<file path="config.mk">
export PLATFORM = sky130hd
export DESIGN_NAME = poly_synth
export DESIGN_NICKNAME = d
export VERILOG_FILES = /design/src/rtl/synth_pkg.sv /design/src/rtl/synth_voice.sv /design/src/rtl/poly_synth.sv
export SDC_FILE = /design/constraint.sdc
export NUM_CORES = 1
export LEC_CHECK = 0
export ABC_CLOCK_PERIOD_IN_PS = 8300
export BUFFER_PORTS_ARGS = -buffer_cell sky130_fd_sc_hd__buf_2
export CAP_MARGIN = 20
export CORE_MARGIN = 3
export CORE_UTILIZATION = 25
export DETAILED_ROUTE_END_ITERATION = 6
export PLACE_DENSITY = 0.36
export REMOVE_ABC_BUFFERS = 1
export SYNTH_ARGS = -nofsm -noshare
export SYNTH_HDL_FRONTEND = slang
export SYNTH_SLANG_ARGS = --single-unit
</file>
<file path="constraint.sdc">
create_clock -name CLK100MHZ -period 8.3 [get_ports CLK100MHZ]
set_input_delay 1.66 -clock CLK100MHZ [delete_from_list [all_inputs] [get_ports CLK100MHZ]]
set_output_delay 1.66 -clock CLK100MHZ [all_outputs]
set_load 0.01 [all_outputs]
</file>
<file path="src/rtl/synth_pkg.sv">
// Shared types and constants for the poly_synth tone generator:
// waveform encodings, envelope limits and the quarter-wave sine table.
package synth_pkg;

  typedef enum logic [1:0] {
    WAVE_SQUARE = 2'd0,
    WAVE_SAW    = 2'd1,
    WAVE_TRI    = 2'd2,
    WAVE_SINE   = 2'd3
  } wave_e;

  localparam int ENV_W = 8;
  localparam logic [ENV_W-1:0] ENV_MAX = 8'd255;

  localparam int ROM_AW = 6;

  // 128 + round(127*sin(2*pi*i/256)), first quadrant only
  localparam logic [7:0] SINE_Q [64] = '{
    8'd128, 8'd131, 8'd134, 8'd137, 8'd140, 8'd144, 8'd147, 8'd150,
    8'd153, 8'd156, 8'd159, 8'd162, 8'd165, 8'd168, 8'd171, 8'd174,
    8'd177, 8'd179, 8'd182, 8'd185, 8'd188, 8'd191, 8'd193, 8'd196,
    8'd199, 8'd201, 8'd204, 8'd206, 8'd209, 8'd211, 8'd213, 8'd216,
    8'd218, 8'd220, 8'd222, 8'd224, 8'd226, 8'd228, 8'd230, 8'd232,
    8'd234, 8'd235, 8'd237, 8'd239, 8'd240, 8'd241, 8'd243, 8'd244,
    8'd245, 8'd246, 8'd248, 8'd249, 8'd250, 8'd250, 8'd251, 8'd252,
    8'd253, 8'd253, 8'd254, 8'd254, 8'd254, 8'd255, 8'd255, 8'd255
  };

endpackage

</file>
<file path="src/rtl/synth_voice.sv">
// One DDS voice: phase accumulator and envelope on tick, waveform
// shaping, then envelope multiply; sample valid three cycles after tick.
module synth_voice
  import synth_pkg::*;
#(
  parameter int PHASE_W      = 24,
  parameter int SAMPLE_W     = 8,
  parameter int ATTACK_STEP  = 4,
  parameter int RELEASE_STEP = 1
) (
  input  logic                clk,
  input  logic                rst_n,
  input  logic                tick,
  input  logic                gate,
  input  logic [PHASE_W-1:0]  fcw,
  input  wave_e               wave_sel,
  output logic                active,
  output logic [SAMPLE_W-1:0] sample
);

  logic [PHASE_W-1:0]  phase;
  logic [ENV_W-1:0]    env;
  logic [ENV_W-1:0]    env_nx;
  logic [ENV_W:0]      env_up;
  logic                gate_q;
  wave_e               ws;

  assign env_up = {1'b0, env} + (ENV_W+1)'(ATTACK_STEP);

  always_comb begin
    env_nx = '0;
    if (gate)
      env_nx = (env_up > {1'b0, ENV_MAX}) ? ENV_MAX
                                          : env_up[ENV_W-1:0];
    else if (env > ENV_W'(RELEASE_STEP))
      env_nx = env - ENV_W'(RELEASE_STEP);
  end

  // a finished release parks phase at 0 so the next note starts clean
  always_ff @(posedge clk or negedge rst_n) begin
    if (!rst_n) begin
      phase  <= '0;
      env    <= '0;
      gate_q <= 1'b0;
      ws     <= WAVE_SQUARE;
    end else if (tick) begin
      env    <= env_nx;
      gate_q <= gate;
      ws     <= wave_sel;
      if (!gate && env_nx == '0)
        phase <= '0;
      else
        phase <= phase + fcw;
    end
  end

  assign active = gate_q | (env != '0);

  logic [SAMPLE_W-1:0] p;
  logic [1:0]          quad;
  logic [ROM_AW-1:0]   ridx;
  logic [SAMPLE_W-1:0] rom_v;
  logic [SAMPLE_W-1:0] sin_v;
  logic [SAMPLE_W-1:0] tri_v;
  logic [SAMPLE_W-1:0] wave;
  logic [SAMPLE_W-1:0] wave_q;

  assign p     = phase[PHASE_W-1 -: SAMPLE_W];
  assign quad  = p[SAMPLE_W-1 -: 2];
  assign ridx  = quad[0] ? ~p[SAMPLE_W-3 -: ROM_AW]
                         :  p[SAMPLE_W-3 -: ROM_AW];
  assign rom_v = SAMPLE_W'(SINE_Q[ridx]) << (SAMPLE_W-8);
  assign sin_v = quad[1] ? ~rom_v : rom_v;
  assign tri_v = p[SAMPLE_W-1] ? ~{p[SAMPLE_W-2:0], 1'b0}
                               :  {p[SAMPLE_W-2:0], 1'b0};

  always_comb begin
    wave = p;
    unique case (1'b1)
      (ws == WAVE_SQUARE): wave = {SAMPLE_W{p[SAMPLE_W-1]}};
      (ws == WAVE_SAW):    wave = p;
      (ws == WAVE_TRI):    wave = tri_v;
      (ws == WAVE_SINE):   wave = sin_v;
    endcase
  end

  logic [SAMPLE_W+ENV_W-1:0] prod;

  assign prod = {{ENV_W{1'b0}}, wave_q} * {{SAMPLE_W{1'b0}}, env};

  always_ff @(posedge clk or negedge rst_n) begin
    if (!rst_n) begin
      wave_q <= '0;
      sample <= '0;
    end else begin
      wave_q <= wave;
      sample <= SAMPLE_W'(prod >> ENV_W);
    end
  end

endmodule

</file>
<file path="src/rtl/poly_synth.sv">
// Polyphonic DDS tone generator for the speaker Pmod: sample divider,
// voices, mixer with master volume, PWM output and amp enable.
module poly_synth
  import synth_pkg::*;
#(
  parameter int NUM_VOICES   = 4,
  parameter int PHASE_W      = 24,
  parameter int SAMPLE_W     = 8,
  parameter int PWM_W        = 8,
  parameter int SAMPLE_DIV   = 2048,
  parameter int ATTACK_STEP  = 4,
  parameter int RELEASE_STEP = 1
) (
  input  logic                          CLK100MHZ,
  input  logic                          ck_rst,
  input  logic [NUM_VOICES-1:0]         gate,
  input  logic [NUM_VOICES*PHASE_W-1:0] fcw,
  input  logic [1:0]                    wave_sel,
  input  logic [3:0]                    volume,
  output logic                          pwm_out,
  output logic                          amp_en,
  output logic                          sample_tick
);

  localparam int VW    = $clog2(NUM_VOICES);
  localparam int MIX_W = SAMPLE_W + VW;
  localparam int DIV_W = $clog2(SAMPLE_DIV);

  // assert immediately, release two clocks later
  logic [1:0] rst_sync;
  logic       rst_n;

  always_ff @(posedge CLK100MHZ or negedge ck_rst) begin
    if (!ck_rst) rst_sync <= '0;
    else         rst_sync <= {rst_sync[0], 1'b1};
  end

  assign rst_n = rst_sync[1];

  logic [DIV_W-1:0] div_cnt;

  always_ff @(posedge CLK100MHZ or negedge rst_n) begin
    if (!rst_n) begin
      div_cnt     <= '0;
      sample_tick <= 1'b0;
    end else begin
      sample_tick <= (div_cnt == '0);
      div_cnt     <= (div_cnt == '0) ? DIV_W'(SAMPLE_DIV-1)
                                     : div_cnt - DIV_W'(1);
    end
  end

  logic [SAMPLE_W-1:0]   vsamp [NUM_VOICES];
  logic [NUM_VOICES-1:0] vact;

  for (genvar v = 0; v < NUM_VOICES; v++) begin : g_voice
    synth_voice #(
      .PHASE_W      (PHASE_W),
      .SAMPLE_W     (SAMPLE_W),
      .ATTACK_STEP  (ATTACK_STEP),
      .RELEASE_STEP (RELEASE_STEP)
    ) u_voice (
      .clk      (CLK100MHZ),
      .rst_n    (rst_n),
      .tick     (sample_tick),
      .gate     (gate[v]),
      .fcw      (fcw[v*PHASE_W +: PHASE_W]),
      .wave_sel (wave_e'(wave_sel)),
      .active   (vact[v]),
      .sample   (vsamp[v])
    );
  end

  logic [MIX_W-1:0]    mix_sum;
  logic [SAMPLE_W-1:0] mix;

  always_comb begin
    mix_sum = '0;
    for (int i = 0; i < NUM_VOICES; i++)
      mix_sum = mix_sum + MIX_W'(vsamp[i]);
  end

  assign mix = SAMPLE_W'(mix_sum >> VW);

  logic [2:0]          tick_sr;
  logic [3:0]          vol_q;
  logic [4:0]          vol_p1;
  logic [SAMPLE_W+4:0] lvl_prod;
  logic [SAMPLE_W-1:0] level;

  assign vol_p1   = {1'b0, vol_q} + 5'd1;
  assign lvl_prod = {5'b0, mix} * (SAMPLE_W+5)'(vol_p1);

  // level only moves once the tick has crossed the voice pipeline
  always_ff @(posedge CLK100MHZ or negedge rst_n) begin
    if (!rst_n) begin
      tick_sr <= '0;
      vol_q   <= '0;
      level   <= '0;
    end else begin
      tick_sr <= {tick_sr[1:0], sample_tick};
      if (sample_tick) vol_q <= volume;
      if (tick_sr[2])  level <= SAMPLE_W'(lvl_prod >> 4);
    end
  end

  logic [PWM_W-1:0] pwm_cnt;

  always_ff @(posedge CLK100MHZ or negedge rst_n) begin
    if (!rst_n) begin
      pwm_cnt <= '0;
      pwm_out <= 1'b0;
      amp_en  <= 1'b0;
    end else begin
      pwm_cnt <= pwm_cnt + PWM_W'(1);
      pwm_out <= (level[SAMPLE_W-1 -: PWM_W] > pwm_cnt);
      amp_en  <= |vact;
    end
  end

endmodule
</file>
==> summary.txt, run 1 <==
Status
  – Status: finished, final reports clean

Pwr
  – Internal: 5.01 mW
  – Sw frac: 46.2%
  – Gate power share: 65.6%
  – Total net switching power: 4.31 mW
  – Total power: 9.32 mW
  – Clk pwr share: 17.4%
  – Seq pwr share: 17.0%
  – Peak VDD IR: 0.000486 V
  – P per Cell Area: 305 mW/mm2
  – Leakage: 14.1 nW

Yosys
  – Area leader, netlist: dfrtp_1
  – Post-Synthesis Cells: 3221
  – Mapped Area: 0.0274 mm2
  – Netlist cell types: 94
  – FF+latch count, synth: 237
  – Register area share after synthesis: 21.6%
  – Synth top area cells: dfrtp_1 (22%), ha_1 (14%), fa_1 (13%), inv_1 (4.5%), nand2_1 (4.1%)
  – Number of synthesized flops with an enable pin: 0
  – Average size of a mapped cell: 8.51 um2
  – Ys async rst share: 100%
  – Most used DFF post-synth: dfrtp_1
  – Area fraction of the dominant cell type after synthesis: 21.6%
  – YS warnings: 0

Clock tree
  – CTS hold repair buffers: 0
  – CTS tree: yes
  – Clk slew on worst S/H paths: 0.06 ns
  – Setup bufs post-CTS: 0
  – TritonCTS Sinks: 237
  – CTS buffer count: 38
  – CTS root buffer: clkbuf_16
  – CTS resizes: 0
  – Clk Latency, worst-skew pair: 0.60 ns
  – H-tree depth: 2
  – Maximum buffer depth of the clock tree: 3

STA
  – Slew at the pin closest to its max-slew limit: 1.07 ns
  – Worst rel slew slack: 28.7%
  – RSZ-0062 raised after global routing: no
  – Layout Skew: 0.0345 ns
  – Fin. max-slew vios: 0
  – F_max: 155 MHz
  – Final WS setup: 1.84 ns
  – Final setup violation count: 0
  – Final Critical Period: 6.46 ns
  – Final Hold Viols: 0
  – TNS Setup: 0 ns
  – Final period util: 77.8%

Job
  – Max Cap Viol: 0

GRT
  – First-pass GRT wire length: 127 mm
  – Initial antenna violation count: 7
  – GR Util All Layers: 13.7%
  – Total global routing overflow: 0
  – Pin count of the biggest net entering global routing: 150
  – Vias in the first global route: 22976

Route
  – Vias: 22142
  – Pre-antenna DRT Iters: 5
  – Drt total wl: 76.6 mm
  – # DRC: 0
  – Vias/cell: 4.75
  – Routed WL per cell: 16.4 um
  – DRT iter0 DRCs: 1005
  – Routed Antenna Nets: 0

Floorplan
  – Total core area: 0.108 mm2
  – IO Count: 111
  – Die extent in x: 337 um
  – Die Footprint: 0.114 mm2
  – Starting density of the core: 25.4%
  – Rows: 120
  – Die Y-Extent: 337 um

Setup path
  – Critical Path Fanout Max: 5
  – CP Capture Type: register
  – Slowest cell delay on critical path: 0.54 ns
  – CP most frequent cell: fa_1
  – Largest delay share family, worst path: adder cells
  – CP bufs+invs: 4
  – WP data required: 8.73 ns
  – CP arrival: 6.89 ns
  – Reg2reg setup slack: 1.84 ns
  – Critical path's slowest cell: fa_1
  – Critical Path Start Type: register
  – Class of the most critical setup path: reg2reg

Placed design
  – Post-DP HPWL: 56.2 mm
  – Placed cells: 4590
  – Pre-CTS setup slack: 1.78 ns
  – Final GP Congestion: 0.753
  – Buffers on Ports: 110

Final layout
  – Filler Cells Inserted: 11586
  – Layout area overhead: 11.4%
  – Most frequent cells in the layout: inv_1 (328), ha_1 (316), nand2_1 (301), dfrtp_1 (233), a21oi_1 (213)
  – Commonest non-fill, non-tap cell in the layout: inv_1
  – Layout cells sized above 1: 7.65%
  – Fin cells: 4662
  – Net count, final: 3829

Hold path
  – Worst hold path type: reg2async
worst reg2reg max path: stages, from the launching register on:
cell      delay [ns]
dfrtp_1         0.33
inv_1           0.06
fa_1            0.54
inv_1           0.05
fa_1            0.49
nand3b_1        0.11
fa_1            0.47
nor2b_1         0.13
o21ai_0         0.11
a21boi_0        0.42
o21ai_0         0.19
nand2b_1        0.12
xnor2_1         0.22
nor2_1          0.10
fa_1            0.48
fa_1            0.54
inv_1           0.05
fa_1            0.52
inv_1           0.04
ha_1            0.21
nor3_1          0.12
o21ai_0         0.18
a31oi_1         0.31
o21bai_1        0.13
a21oi_1         0.19
xnor2_1         0.14
a21oi_1         0.08
power groups by stage:
stage | clock network (mW) | logic (mW) | registers [mW]
after global routing | 1.74 | 7.23 | 1.62
after floorplan | 0 | 4.86 | 1.52
final | 1.62 | 6.11 | 1.59
after CTS | 1.70 | 6.27 | 1.59
after global placement | 0 | 6.24 | 1.61
after detailed placement | 0 | 6.19 | 1.61
cell families (layout without fill, tap and decap cells):
group,count (synthesis),in the layout,synth area share (%)
flip-flops,237,237,21.6
adder cells (fa/ha/maj),494,494,27.4
XOR/XNOR,193,193,6.17
AO/OA/AOI/OAI,827,827,20.0
other,1,3,0.0137
buffers and inverters,493,529,6.90
AND/OR/NAND/NOR,939,939,16.5
multiplexers,37,37,1.42
synthesized netlist by cell type (12+ instances only):
master and instances:
o21a_1 25, o22ai_1 29, a31oi_1 29, and2_1 136, nand2b_1 23, a221oi_1 12
a22o_1 14, a211oi_1 29, buf_2 23, inv_1 328, xnor2_1 108, mux2_2 14
mux2i_1 23, xor2_1 85, nand4_1 15, fa_1 176, nand2_1 301, nor3_1 59
ha_1 316, and3_1 18, clkbuf_1 128, a21oi_1 213, nand3_1 92, nor2_1 203
nor2b_1 25, a21o_1 57, or3_1 12, o2bb2ai_1 45, o21ai_0 183, dfrtp_1 237
o21bai_1 20, o31ai_1 14, o211ai_1 27
layer usage:
layer	share of wire, %	wire, um	up-vias	GRT usage [%]
li1	-	-	11187	-
met1	50	38400	10646	19.3
met2	45	34700	242	22.2
met3	3.0	2330	65	1.86
met4	1.5	1160	2	2.74
met5	0.017	13	-	0
flip-flops by register name (all words and copies together) (netlist names):
name	flops
g_voice.u_voice.phase	96
g_voice.u_voice.ws	2
div_cnt	11
g_voice.u_voice.env	32
rst_sync	2
vol_q	4
amp_en	1
tick_sr	3
pwm_cnt	8
pwm_out	1
g_voice.u_voice.gate_q	4
g_voice.u_voice.sample	32
g_voice.u_voice.wave_q	32
level	8
sample_tick	1
final timing paths:
path                                         startpoint                          end  cells after the start
max in group asynchronous                   rst_sync[1]                     vol_q[2]                      1
hold reg to reg                             rst_sync[1]  g_voice[0].u_voice.phase[4]                      0
setup reg to reg           g_voice[0].u_voice.sample[1]                     level[7]                     26
min in group CLK100MHZ                       tick_sr[0]                   tick_sr[1]                      0
setup / recovery           g_voice[0].u_voice.sample[1]                     level[7]                     26
hold / removal                              rst_sync[1]  g_voice[0].u_voice.phase[4]                      0
cell type report:
cell class	instances	area (um2)	area share, %
Clock inverter	10	115	0.377
Inverter	330	1240	4.06
Clock buffer	58	1130	3.69
Antenna cell	2	5.00	0.0164
Tap cell	1403	1760	5.75
Timing Repair Buffer	131	733	2.40
Multi-Input combinational cell	2491	19600	64.2
Sequential cell	237	5940	19.5
per-stage QoR:
| step | util, % | instance area, um2 | hold WS [ns] |
|---|---|---|---|
| finish | 28.3 | 30500 | 0.336 |
| global route | 28.3 | 30500 | 0.351 |
| global placement | 27.1 | 29300 | 0.333 |
| floorplan | - | 26800 | 0.331 |
| CTS | 28.3 | 30500 | 0.348 |
| detailed placement | 27.1 | 29300 | 0.337 |
Power figures use the tool's default switching activity.
==> inputs of run 2 (changes only) <==
--- a/config.mk
+++ b/config.mk
@@ -5,7 +5,8 @@
 export SDC_FILE = /design/constraint.sdc
 export NUM_CORES = 1
 export LEC_CHECK = 0
-export ABC_CLOCK_PERIOD_IN_PS = 8300
+export ABC_AREA = 1
+export ABC_CLOCK_PERIOD_IN_PS = 6400
 export BUFFER_PORTS_ARGS = -buffer_cell sky130_fd_sc_hd__buf_2
 export CAP_MARGIN = 20
 export CORE_MARGIN = 3
==> constraint.sdc (replaced) <==
create_clock -name CLK100MHZ -period 6.4 [get_ports CLK100MHZ]
set_input_delay 1.28 -clock CLK100MHZ [delete_from_list [all_inputs] [get_ports CLK100MHZ]]
set_output_delay 1.28 -clock CLK100MHZ [all_outputs]
set_load 0.01 [all_outputs]
==> run 2 against run 1 <==
Final cell count increased by 25%. Critical path depth increased by 1. Cell area increased by 7.4%. Total power increased by 88%. Critical endpoint is now level[6].
==> summary.txt, run 2 <==
Clock tree
  – CTS tree: yes
  – Setup bufs post-CTS: 0 (unchanged)
  – CTS hold repair buffers: 0 (unchanged)
  – CTS root buffer: clkbuf_16
  – Maximum buffer depth of the clock tree: 3 (unchanged)
  – TritonCTS Sinks: 237 (unchanged)
  – H-tree depth: 2 (unchanged)
  – Clk slew on worst S/H paths: 0.06 ns (about the same)
  – CTS resizes: 0 (unchanged)
  – Clk Latency, worst-skew pair: 0.61 ns (about the same)
  – CTS buffer count: 39 (+2.6%)

Yosys
  – Synth top area cells: dfrtp_1 (20%), nand2_1 (15%), ha_1 (13%), fa_1 (12%), inv_1 (8.1%)
  – Most used DFF post-synth: dfrtp_1
  – Post-Synthesis Cells: 4236 (+32%)
  – Area leader, netlist: dfrtp_1
  – Number of synthesized flops with an enable pin: 0 (unchanged)
  – FF+latch count, synth: 237 (unchanged)
  – YS warnings: 0 (unchanged)
  – Ys async rst share: 100% (unchanged)
  – Area fraction of the dominant cell type after synthesis: 20.1% (-1.6 points)
  – Average size of a mapped cell: 6.98 um2 (-18%)
  – Leading cell types by count after synthesis: nand2_1 (1215), inv_1 (641), nand3_1 (323)
  – Netlist cell types: 54 (-43%)
  – Mapped Area: 0.0296 mm2 (+7.9%)
  – Most frequent cell after synthesis: nand2_1
  – Register area share after synthesis: 20.1% (-1.6 points)

Floorplan
  – Rows: 125 (+4.2%)
  – Starting density of the core: 25.3% (-0.078 points)
  – IO Count: 111 (unchanged)
  – Die extent in x: 350 um (+3.8%)
  – Total core area: 0.117 mm2 (+8.2%)
  – Die Y-Extent: 350 um (+3.8%)
  – Die Footprint: 0.122 mm2 (+7.7%)

Hold path
  – Worst hold path type: reg2reg
  – Worst hold stages: 0

GRT
  – Total global routing overflow: 0 (unchanged)
  – First-pass GRT wire length: 149 mm (+17%)
  – Initial antenna violation count: 9 (+2)
  – Pin count of the biggest net entering global routing: 109 (-27%)
  – GR Util All Layers: 15.0% (+1.3 points)
  – Vias in the first global route: 26823 (+17%)

Job
  – Max Cap Viol: 0 (unchanged)

STA
  – RSZ-0062 raised after global routing: no
  – Final setup violation count: 0 (unchanged)
  – TNS Setup: 0 ns (unchanged)
  – Final Hold Viols: 0 (unchanged)
  – Final Critical Period: 5.78 ns (-0.677 ns)
  – Worst rel slew slack: 27.6% (-1.0 points)
  – Worst hold slack: 0.347 ns (+0.0111 ns)
  – Layout Skew: 0.0349 ns (+0.000382 ns)
  – Fin. max-slew vios: 0 (unchanged)
  – Slew at the pin closest to its max-slew limit: 1.08 ns (+0.00793 ns)
  – F_max: 173 MHz (+12%)
  – Final period util: 90.3% (+13 points)

Pwr
  – Internal: 8.07 mW (+61%)
  – Leakage: 17.5 nW (+24%)
  – Peak VDD IR: 0.00146 V (+200%)
  – Total net switching power: 9.40 mW (+120%)
  – Clk pwr share: 12.5% (-4.9 points)
  – Sw frac: 53.8% (+7.6 points)
  – Gate power share: 76.1% (+10 points)
  – P per Cell Area: 533 mW/mm2 (+75%)
  – Seq pwr share: 11.4% (-5.6 points)

Final layout
  – Layout Utilization: 28.1% (-0.22 points)
  – Filler Cells Inserted: 12892 (+11%)
  – Max FFs per register: 96 (unchanged)
  – Fin cells: 5817 (+25%)
  – Layout cells sized above 1: 6.41% (-1.2 points)
  – Net count, final: 4857 (+27%)
  – Most flop-heavy register: g_voice.u_voice.phase
  – Most frequent cells in the layout: nand2_1 (1215), inv_1 (640), nand3_1 (323), ha_1 (316), nor2_1 (280)
  – Layout area overhead: 10.8%
  – Commonest non-fill, non-tap cell in the layout: nand2_1

Route
  – DRT iter0 DRCs: 1293 (+29%)
  – Drt total wl: 90.6 mm (+18%)
  – Routed WL per cell: 15.6 um (-5.2%)
  – Routed Antenna Nets: 0 (unchanged)
  – # DRC: 0 (unchanged)
  – Pre-antenna DRT Iters: 5 (unchanged)
  – Vias: 26156 (+18%)
  – Vias/cell: 4.50 (-5.3%)

Setup path
  – Worst setup path startpoint: g_voice[0].u_voice.sample[1]
  – Worst setup path end: level[6]
  – Critical Path Start Type: register
  – Reg2reg setup slack: 0.62 ns (-1.22 ns)
  – Class of the most critical setup path: reg2reg
  – R2R cell count: 27 (+3.8%)
  – Crit Reg-Reg Startpoint: g_voice[0].u_voice.sample[1]
  – WP data required: 6.89 ns (-1.84 ns)
  – CP Capture Type: register
  – Critical Path Fanout Max: 4 (-1)
  – CP arrival: 6.27 ns (-0.62 ns)
  – Worst flop-to-flop path endpoint: level[6]

Placed design
  – Placed cells: 5740 (+25%)
  – Post-DP HPWL: 70.8 mm (+26%)
  – Buffers on Ports: 110 (unchanged)
  – Final GP Congestion: 0.835 (+11%)

Status
  – Status: finished, final reports clean
[run 2: worst min path at each step]
stage          slack, ns     endpoint        start
6_report            0.35   tick_sr[1]   tick_sr[0]
5_1_grt             0.36   tick_sr[1]   tick_sr[0]
4_1_cts             0.35   tick_sr[1]   tick_sr[0]
3_5_place_dp        0.34   tick_sr[1]   tick_sr[0]
3_3_place_gp        0.33  rst_sync[1]  rst_sync[0]
2_1_floorplan       0.33  rst_sync[1]  rst_sync[0]
[run 2: per-layer routing]
layer  vias to the layer above  global-route usage, %  routed length (um)
met1                     12202                   21.2               45300
met2                       326                   24.1               40200
met5                         -                      0                  27
met3                        90                   1.74                2890
li1                      13534                      -                   -
met4                         4                   3.87                2120
[run 2: cell type report]
class                      count  area (um2)  area share [%]
timing repair buffer         122         653            1.99
sequential                   237        5940            18.1
multi-input combinational   3203       20500            62.6
antenna                        5        12.5          0.0382
clock buffer                  54        1090            3.33
clock inverter                18         196           0.599
tap                         1524        1910            5.82
inverter                     654        2460            7.50
[run 2: critical path, stage by stage (launching register included)]
cell	delay (ns)
dfrtp_1	0.31
inv_1	0.05
fa_1	0.52
inv_1	0.05
fa_1	0.48
nand3b_1	0.14
fa_1	0.46
inv_1	0.08
nand3_1	0.07
nand2_1	0.11
nand2_1	0.07
nand2_1	0.06
a21oi_1	0.09
xnor2_2	0.18
inv_1	0.10
nor2_1	0.13
fa_1	0.46
fa_1	0.54
inv_1	0.05
fa_1	0.53
inv_1	0.04
ha_1	0.34
inv_1	0.09
o21ai_0	0.12
a221oi_1	0.32
nand3b_1	0.11
nand3_1	0.09
nand2_1	0.05
[run 2: per-stage QoR]
stage,total power [mW],cell area [um2],setup WS [ns]
final,17.5,32800,0.618
after global placement,15.6,31500,0.551
after floorplan,12.3,28900,-0.694
after CTS,17.8,32800,0.492
after detailed placement,15.4,31500,0.534
after global routing,19.8,32800,0.0920
[run 2: cell families (layout without fill, tap and decap cells)]
logic type | Yosys count | after routing | share of synthesized area, %
and+or+nand+nor | 2021 | 2021 | 29.2
buffers and inverters | 796 | 848 | 10.6
AOI/OAI and AO/OA | 516 | 516 | 9.70
adders and majority gates | 492 | 492 | 25.3
DFF | 237 | 237 | 20.1
xor gates and xnor gates | 173 | 173 | 5.12
other | 1 | 6 | 0.0127
[run 2: power groups by stage]
stage               Sequential [mW]  Clock [mW]  Combinational (mW)
finish                         2.00        2.19                13.3
global route                   2.04        2.35                15.4
detailed placement             2.03           0                13.4
floorplan                      1.94           0                10.4
CTS                            2.01        2.31                13.5
global placement               2.03           0                13.6
==> inputs of run 3 (changes only) <==
--- a/config.mk
+++ b/config.mk
@@ -7,12 +7,12 @@
 export LEC_CHECK = 0
 export ABC_AREA = 1
 export ABC_CLOCK_PERIOD_IN_PS = 6400
-export BUFFER_PORTS_ARGS = -buffer_cell sky130_fd_sc_hd__buf_2
 export CAP_MARGIN = 20
 export CORE_MARGIN = 3
 export CORE_UTILIZATION = 25
 export DETAILED_ROUTE_END_ITERATION = 6
-export PLACE_DENSITY = 0.36
+export DONT_BUFFER_PORTS = 1
+export PLACE_DENSITY = 0.35
 export REMOVE_ABC_BUFFERS = 1
 export SYNTH_ARGS = -nofsm -noshare
 export SYNTH_HDL_FRONTEND = slang
==> run 3 against run 2 <==
Clock power is 5% higher. Register-to-register slack worse by 0.13 ns. Flip-flop and latch count stayed put. Global-route usage is 0.41 points higher. Cell area is 1.5% lower. Clock-buffer cell count is 3 lower. Non-clock buffer count is 109 lower. Worst setup slack worse by 0.13 ns. Via count is 1.7% lower. Final cell count is 2.0% lower. Die area stayed put. Combinational power hardly changed.
==> summary.txt, run 3 (synthesized netlist as in run 2, its figures left out) <==
Clock tree
  – CTS resizes: 0 (unchanged)
  – CTS hold repair buffers: 0 (unchanged)
  – Clk Latency, worst-skew pair: 0.60 ns (about the same)
  – Maximum buffer depth of the clock tree: 3 (unchanged)
  – CTS tree: yes
  – CTS root buffer: clkbuf_16
  – H-tree depth: 2 (unchanged)
  – Setup bufs post-CTS: 0 (unchanged)
  – TritonCTS Sinks: 237 (unchanged)
  – Clk slew on worst S/H paths: 0.07 ns (about the same)
  – CTS buffer count: 39 (unchanged)

Pwr
  – Peak VDD IR: 0.00129 V (-12%)
  – Leakage: 17.1 nW (-2.2%)
  – P per Cell Area: 545 mW/mm2 (+2.3%)

STA
  – Worst rel slew slack: 36.3% (+8.7 points)
  – Fin. max-slew vios: 0 (unchanged)
  – Final WS setup: 0.490 ns (-0.128 ns)
  – Final Hold Viols: 0 (unchanged)
  – RSZ-0062 raised after global routing: no
  – F_max: 169 MHz (-2.2%)
  – Slew at the pin closest to its max-slew limit: 0.955 ns (-0.123 ns)
  – Final Critical Period: 5.91 ns (+0.128 ns)
  – Final period util: 92.3% (+2.0 points)
  – Layout Skew: 0.0244 ns (-0.0104 ns)
  – Final setup violation count: 0 (unchanged)

Final layout
  – FF+latch area: 0.00594 mm2 (unchanged)
  – Layout area overhead: 9.20%
  – Fin cells: 5699 (-2.0%)
  – Most flop-heavy register: g_voice.u_voice.phase
  – Area of the multi-input gates: 0.0205 mm2 (about the same)
  – Layout Utilization: 27.6% (-0.42 points)
  – Max FFs per register: 96 (unchanged)
  – Layout cells sized above 1: 3.93% (-2.5 points)
  – Net count, final: 4748 (-2.2%)
  – Commonest non-fill, non-tap cell in the layout: nand2_1
  – Most frequent cells in the layout: nand2_1 (1215), inv_1 (640), nand3_1 (323), ha_1 (316), nor2_1 (280)
  – Filler Cells Inserted: 12989 (+0.75%)

GRT
  – Vias in the first global route: 26845 (+0.082%)
  – Initial antenna violation count: 8 (-1)
  – Total global routing overflow: 0 (unchanged)
  – Pin count of the biggest net entering global routing: 118 (+8.3%)
  – First-pass GRT wire length: 152 mm (+2.1%)
  – GR Util All Layers: 15.4% (+0.41 points)

Placed design
  – Post-DP HPWL: 71.8 mm (+1.3%)
  – Final GP Congestion: 0.822 (-1.6%)
  – Placed cells: 5631 (-1.9%)
  – Pre-CTS setup slack: 0.442 ns (-0.0920 ns)
  – Buffers on Ports: 0 (-100%)

Setup path
  – CP arrival: 6.39 ns (+0.12 ns)
  – Reg2reg setup slack: 0.49 ns (-0.13 ns)
  – R2R cell count: 27 (unchanged)
  – Worst setup path end: level[6]
  – Worst flop-to-flop path endpoint: level[6]
  – Critical Path Start Type: register
  – Crit Reg-Reg Startpoint: g_voice[0].u_voice.sample[1]
  – Critical Path Fanout Max: 4 (unchanged)
  – Worst setup path startpoint: g_voice[0].u_voice.sample[1]
  – WP data required: 6.88 ns (about the same)
  – Class of the most critical setup path: reg2reg
  – CP Capture Type: register

Route
  – Drt total wl: 92.1 mm (+1.7%)
  – Vias/cell: 4.51 (+0.33%)
  – Routed Antenna Nets: 0 (unchanged)
  – Vias: 25710 (-1.7%)
  – Pre-antenna DRT Iters: 5 (unchanged)
  – DRT iter0 DRCs: 1474 (+14%)
  – # DRC: 0 (unchanged)
  – Routed WL per cell: 16.2 um (+3.8%)

Floorplan
  – Die Y-Extent: 350 um (unchanged)
  – Starting density of the core: 25.3% (unchanged)
  – Rows: 125 (unchanged)
  – Total core area: 0.117 mm2 (unchanged)
  – IO Count: 111 (unchanged)
  – Die Footprint: 0.122 mm2 (unchanged)
  – Die extent in x: 350 um (unchanged)

Hold path
  – Worst hold path type: reg2async

Job
  – Max Cap Viol: 0 (unchanged)

Status
  – Status: finished, final reports clean
[run 3: cell types whose count changed in the layout (fill, tap and decap cells not counted), sizes merged]
cell and change:
inv -1, bufinv +4, clkinv -4, buf -109, clkbuf -3, clkinvlp -2, diode -3
[run 3: worst max-delay path: stages (launching register included)]
cell      delay, ns
dfrtp_1        0.32
inv_1          0.05
fa_1           0.53
inv_1          0.05
fa_1           0.48
nand3b_1       0.14
fa_1           0.46
inv_1          0.08
nand3_1        0.07
nand2_1        0.12
nand2_1        0.08
nand2_1        0.06
a21oi_1        0.07
xnor2_1        0.25
inv_1          0.12
nor2_1         0.15
fa_1           0.46
fa_1           0.55
inv_1          0.05
fa_1           0.53
inv_1          0.04
ha_1           0.34
inv_1          0.09
o21ai_0        0.13
a221oi_1       0.35
nand3b_1       0.11
nand3_1        0.09
nand2_1        0.06
[run 3: worst min path at each step]
| stage | startpoint | endpoint | slack (ns) |
|---|---|---|---|
| after floorplan | rst_sync[0] | rst_sync[1] | 0.33 |
| after global placement | rst_sync[0] | rst_sync[1] | 0.33 |
| after CTS | ck_rst | rst_sync[1] | 0.31 |
| after detailed placement | rst_sync[0] | rst_sync[1] | 0.34 |
| final | rst_sync[1] | g_voice[1].u_voice.env[4] | 0.33 |
| after global routing | ck_rst | rst_sync[0] | 0.33 |
[run 3: stage by stage]
step | total power, mW | hold slack, ns | area [um2] | setup TNS (ns)
5_1_grt | 20.1 | 0.330 | 32300 | 0
3_5_place_dp | 15.6 | 0.336 | 30900 | 0
6_report | 17.6 | 0.329 | 32300 | 0
2_1_floorplan | 12.3 | 0.331 | 28900 | -163.02
3_3_place_gp | 15.7 | 0.335 | 30900 | 0
4_1_cts | 18.1 | 0.313 | 32300 | 0
[run 3: metal layers]
metal / wire length, um / up-vias / track usage (%)
met3: 3440 / 63 / 2.47
met2: 41500 / 292 / 25.1
met4: 1170 / 4 / 2.90
met5: 40 / - / 0
met1: 45900 / 12070 / 21.5
li1: - / 13281 / -
[run 3: cell type report]
type                            instances  share of cell area (%)
Multi-Input combinational cell       3203                    63.5
Sequential cell                       237                    18.4
Inverter                              654                    7.61
Tap cell                             1524                    5.91
Clock buffer                           51                    3.44
Clock inverter                         15                   0.767
Timing Repair Buffer                   13                   0.341
Antenna cell                            2                  0.0155
[run 3: where the power goes]
group / internal [mW] / switching, mW / total, mW
sequential: 1.74 / 0.258 / 2.00
combinational: 5.02 / 8.27 / 13.3
clock: 1.46 / 0.850 / 2.31
total: 8.22 / 9.38 / 17.6
